File: src/rtl/hack_screen_bcd.sv
// hack_screen_bcd
//   Watches the 16-bit unsigned SCREEN word of the hack CPU and, whenever it
//   changes, runs a sequential double-dabble conversion (one iteration per
//   cycle) to produce five BCD digits and a significant-digit count. A
//   one-deep pending buffer holds a change that arrives mid-conversion;
//   later changes overwrite it and set the sticky overrun flag.
//
// Ports
//   clk      in   1  rising-edge clock
//   rst      in   1  asynchronous active-high reset
//   screen   in  16  SCREEN word, unsigned
//   bcd      out 20  [19:16] ten-thousands ... [3:0] units
//   ndigits  out  3  significant digit count, 1..5
//   valid    out  1  one-cycle pulse when bcd/ndigits update
//   busy     out  1  conversion in progress (state != IDLE)
//   overrun  out  1  sticky: a pending value was overwritten
module hack_screen_bcd (
    input  logic        clk,
    input  logic        rst,
    input  logic [15:0] screen,
    output logic [19:0] bcd,
    output logic [2:0]  ndigits,
    output logic        valid,
    output logic        busy,
    output logic        overrun
);

    typedef enum logic [1:0] {IDLE, SHIFT, DONE} state_t;

    state_t      state, state_nxt;
    logic [35:0] work;       // {20-bit bcd, 16-bit binary}
    logic [3:0]  iter;
    logic [15:0] ref_val;
    logic [15:0] pend_val;
    logic        pend_full;
    logic        first;
    logic        change;

    // One double-dabble iteration: correct every nibble >= 5, then shift.
    function automatic logic [35:0] dabble_step(input logic [35:0] w);
        logic [35:0] t;
        t = w;
        for (int i = 0; i < 5; i++) begin
            if (t[16+4*i +: 4] >= 4'd5)
                t[16+4*i +: 4] = t[16+4*i +: 4] + 4'd3;
        end
        return {t[34:0], 1'b0};
    endfunction

    // Index of highest non-zero digit + 1; a zero value still shows one digit.
    function automatic logic [2:0] count_digits(input logic [19:0] d);
        logic [2:0] n;
        n = 3'd1;
        for (int i = 1; i < 5; i++) begin
            if (d[4*i +: 4] != 4'd0)
                n = 3'(i + 1);
        end
        return n;
    endfunction

    // first forces an unconditional capture after reset, whatever ref holds.
    assign change = first || (screen != ref_val);
    assign busy   = (state != IDLE);

    always_comb begin
        state_nxt = state;
        case (state)
            IDLE:    if (pend_full || change) state_nxt = SHIFT;
            SHIFT:   if (iter == 4'd15)       state_nxt = DONE;
            DONE:    state_nxt = IDLE;
            default: state_nxt = IDLE;
        endcase
    end

    always_ff @(posedge clk or posedge rst) begin
        if (rst)
            state <= IDLE;
        else
            state <= state_nxt;
    end

    // Control and output registers
    always_ff @(posedge clk or posedge rst) begin
        if (rst) begin
            iter      <= 4'd0;
            pend_full <= 1'b0;
            first     <= 1'b1;
            overrun   <= 1'b0;
            valid     <= 1'b0;
            bcd       <= 20'd0;
            ndigits   <= 3'd1;
        end else begin
            valid <= 1'b0;
            case (state)
                IDLE: begin
                    iter <= 4'd0;
                    // Pending drains ahead of a fresh change; the fresh change
                    // is still unequal to ref and gets picked up next cycle.
                    if (pend_full)
                        pend_full <= 1'b0;
                    else if (change)
                        first <= 1'b0;
                end
                SHIFT: iter <= iter + 4'd1;
                DONE: begin
                    bcd     <= work[35:16];
                    ndigits <= count_digits(work[35:16]);
                    valid   <= 1'b1;
                end
                default: ;
            endcase
            if (state != IDLE && change) begin
                if (pend_full)
                    overrun <= 1'b1;
                pend_full <= 1'b1;
                first     <= 1'b0;
            end
        end
    end

    // Datapath registers
    always_ff @(posedge clk) begin
        case (state)
            IDLE: begin
                if (pend_full) begin
                    work <= {20'd0, pend_val};
                end else if (change) begin
                    work    <= {20'd0, screen};
                    ref_val <= screen;
                end
            end
            SHIFT:   work <= dabble_step(work);
            default: ;
        endcase
        if (state != IDLE && change) begin
            pend_val <= screen;
            ref_val  <= screen;
        end
    end

endmodule

File: config.mk
export PLATFORM = sky130hd
export DESIGN_NAME = hack_screen_bcd
export DESIGN_NICKNAME = d
export VERILOG_FILES = /design/src/rtl/hack_screen_bcd.sv
export SDC_FILE = /design/constraint.sdc
export NUM_CORES = 1
export LEC_CHECK = 0
export CORE_MARGIN = 3
export CORE_UTILIZATION = 50
export CTS_CLUSTER_SIZE = 16
export DETAILED_ROUTE_END_ITERATION = 8
export PLACE_DENSITY_LB_ADDON = 0.2
export SLEW_MARGIN = 20
export SYNTH_ARGS = -nofsm -noshare
export SYNTH_HDL_FRONTEND = slang
export SYNTH_SLANG_ARGS = --single-unit
File: constraint.sdc
create_clock -name clk -period 6.4 [get_ports clk]
set_clock_uncertainty 0.1 [all_clocks]
set_input_delay 1.28 -clock clk [delete_from_list [all_inputs] [get_ports clk]]
set_output_delay 1.28 -clock clk [all_outputs]
set_load 0.03 [all_outputs]
==> results_dict.tcl <==
set metrics [dict create \
    area_growth_pct 16.0 \
    yosysSeqAreaShare_pct 63.2 \
    track_usage_pct 15.2 \
    min_period_ps 3250 \
    drc 0 \
    antenna_cells 0 \
    start_util_pct 51.8 \
    synth.avg_cell_area_um2 13.6 \
    finalWirelength_um 7120 \
    clk_latency_ps 350 \
    cts.sinks 101 \
    crit_chain "nor2_2, inv_1, clkdlybuf4s50_1" \
    cts_buffer_depth 2 \
    hpwl_um 4870 \
    rsz0062_at_grt "false" \
    power_leakage_nw 2.18 \
    postCtsResizedCells 0 \
    first_pass_iters 4 \
    path_class "reg2out" \
    critPathArrivalTime_ps 1870 \
    synth_enable_flop_cells 68 \
    endpoint_kind "output pin" \
    grt.busiest_layer "met2" \
    instances_no_fill 494 \
    antenna_found_initial 0 \
    root_buffer "clkbuf_8" \
    setup_violations 0 \
    synthDistinctLibCells 41 \
    synthesis.area_um2 4540 \
    grt_use_met1_pct 19.6 \
    routedWlPerCell_um 14.4 \
    pre_cts_ws_ps 2730 \
    cts_max_level 3 \
    drive_gt1_share_pct 11.9 \
    crit_buf_inv 2 \
    via_per_inst 5.21 \
    maxSlewViolCount 0 \
    vdd_drop_max_uv 214 \
    postCtsSetupBuffers 0 \
    status "completed" \
    async_reset_ff_share_pct 32.7 \
    grt_overflow 0 \
    cts_hold_buf 0 \
    fmax_mhz 307 \
    dp.cells 477 \
    die_y_um 101 \
    core_um2 8760 \
    power_mw 2.33 \
    cts_tree "yes" \
    grt_use_met3_pct 4.13 \
    relSlewSlack_pct 33.2 \
    die-width_um 101 \
    finalWeightedCongestion 0.761 \
    synth_nets 364 \
    grt_max_degree 37 \
    clk_pin_slew_worst_paths_ps 90 \
    fin_ws_ps 3150 \
    tns_ps 0 \
    grt_util_met2_pct 25.1 \
    holdCritPathClass "reg2reg" \
    cts_buffers 9 \
    period_share_pct 50.8 \
    synthFlopType "edfxtp_1" \
    slowest_stage "clkdlybuf4s50_1" \
    worst_pin_slew_ps 1000 \
    grt_pass1_wl_um 12100 \
    drv_cap 0 \
    dr.first_iter.drc_count 66 \
    slowest_delay_ps 670 \
    grt_pass1_vias 2500 \
    power.density_nw_per_um2 443 \
    final_nets 411 \
    crit_path_max_fanout 13 \
    antenna_left 0 \
    num_io_pins 44 \
    port_buffers 43 \
    ys_ff_latch 101 \
    hold_viol 0 \
    crit_family "buffers and inverters" \
    row_count 34 \
    ys_warn_count 0 \
    crit_path_start_kind "flip-flop" \
    syn_inst 334 \
    vias 2572 \
    die_area_um2 10300 \
    required_ps 5020 \
]
-- routing by layer --
layer | vias to the layer above | part of all wire, %
met5 | - | 0
met4 | 0 | 1.1
met3 | 8 | 3.7
met2 | 43 | 50
met1 | 1238 | 45
li1 | 1283 | -
-- path summary, 6_finish.rpt --
kind                                            start                      to  slack [ps]  depth (start not counted)
worst max-delay path             state[1]$_DFFE_PP0P_                    busy        3150                          3
worst min-delay path              bcd[15]$_DFFE_PP0P_     bcd[15]$_DFFE_PP0P_         390                          1
worst max register to register  pend_full$_DFFE_PP0P_  work[23]$_SDFFCE_PN0P_        3990                          3
worst min register to register    bcd[15]$_DFFE_PP0P_     bcd[15]$_DFFE_PP0P_         390                          1
max in group asynchronous                         rst  ndigits[0]$_DFFE_PP1P_        4650                          3
min in group asynchronous                         rst     iter[0]$_DFFE_PP0P_        1210                          3
-- synthesized netlist by cell type, drive strengths merged, types with 3 or more instances --
cell	number	share of area [%]
xor2	4	0.77
and3	3	0.41
a21o	3	0.50
a21oi	13	1.8
inv	15	1.2
nand2b	9	1.2
nand2	30	2.5
o21ai	22	2.4
nand4	4	0.55
ha	12	3.3
buf	10	1.7
nor2b	5	0.74
a211oi	5	0.83
mux2i	17	3.7
edfxtp	68	45
nor3	6	0.77
xnor2	21	4.1
nor2	18	1.5
mux2	20	6.3
dfrtp	31	17
-- final cells by class --
cell class	count	area (um^2)
Clock buffer	9	124
Clock inverter	7	48.8
Fill cell	702	3500
Inverter	15	56.3
Multi-Input combinational cell	206	1540
Sequential cell	101	2870
Tap cell	108	135
Timing Repair Buffer	48	488
-- power breakdown --
part           internal (mW)  leakage, nW  switching [mW]
registers              0.988         1.13           0.160
logic                  0.389        0.968           0.440
clock network          0.143       0.0866           0.212
-- cells in the final DEF (no fill, tap or decap), types with 12 or more instances in the layout --
cell / n
edfxtp_1: 68
clkdlybuf4s50_1: 43
dfrtp_1: 31
nand2_1: 30
xnor2_1: 21
nor2_1: 17
mux2i_1: 17
mux2_4: 16
o21ai_1: 16
inv_1: 15
ha_1: 12
-- metrics by stage --
step	hold WS [ps]	util, %	cell area, um^2
after detailed placement	377	57.8	5060
after global routing	411	60.1	5260
after floorplan	373	-	4540
final	392	60.1	5260
after CTS	397	59.8	5240
after global placement	367	57.8	5060
-- state kept, by name, summed over array words and instances, names as in the netlist --
signal and count:
ndigits 3, pend_full 1, bcd 20, first 1, pend_val 16, ref_val 16, overrun 1, state 2
work 36, valid 1, iter 4
-- kinds of logic (layout without fill, tap and decap cells) --
logic type / count (synthesis) / count (layout) / synth area share, %
AOI/OAI and AO/OA: 50 / 50 / 6.81
xor gates and xnor gates: 25 / 25 / 4.82
adders and majority gates: 12 / 12 / 3.31
buffers and inverters: 27 / 79 / 3.06
DFF: 101 / 101 / 63.2
muxes: 37 / 37 / 10.0
and+or+nand+nor: 82 / 82 / 8.74
-- worst register-to-register path: stages, from the launching register on --
cell	delay (ps)
dfrtp_1	1010
nor4_1	270
a21oi_4	480
buf_16	240
(Power assumes the default switching activity.)
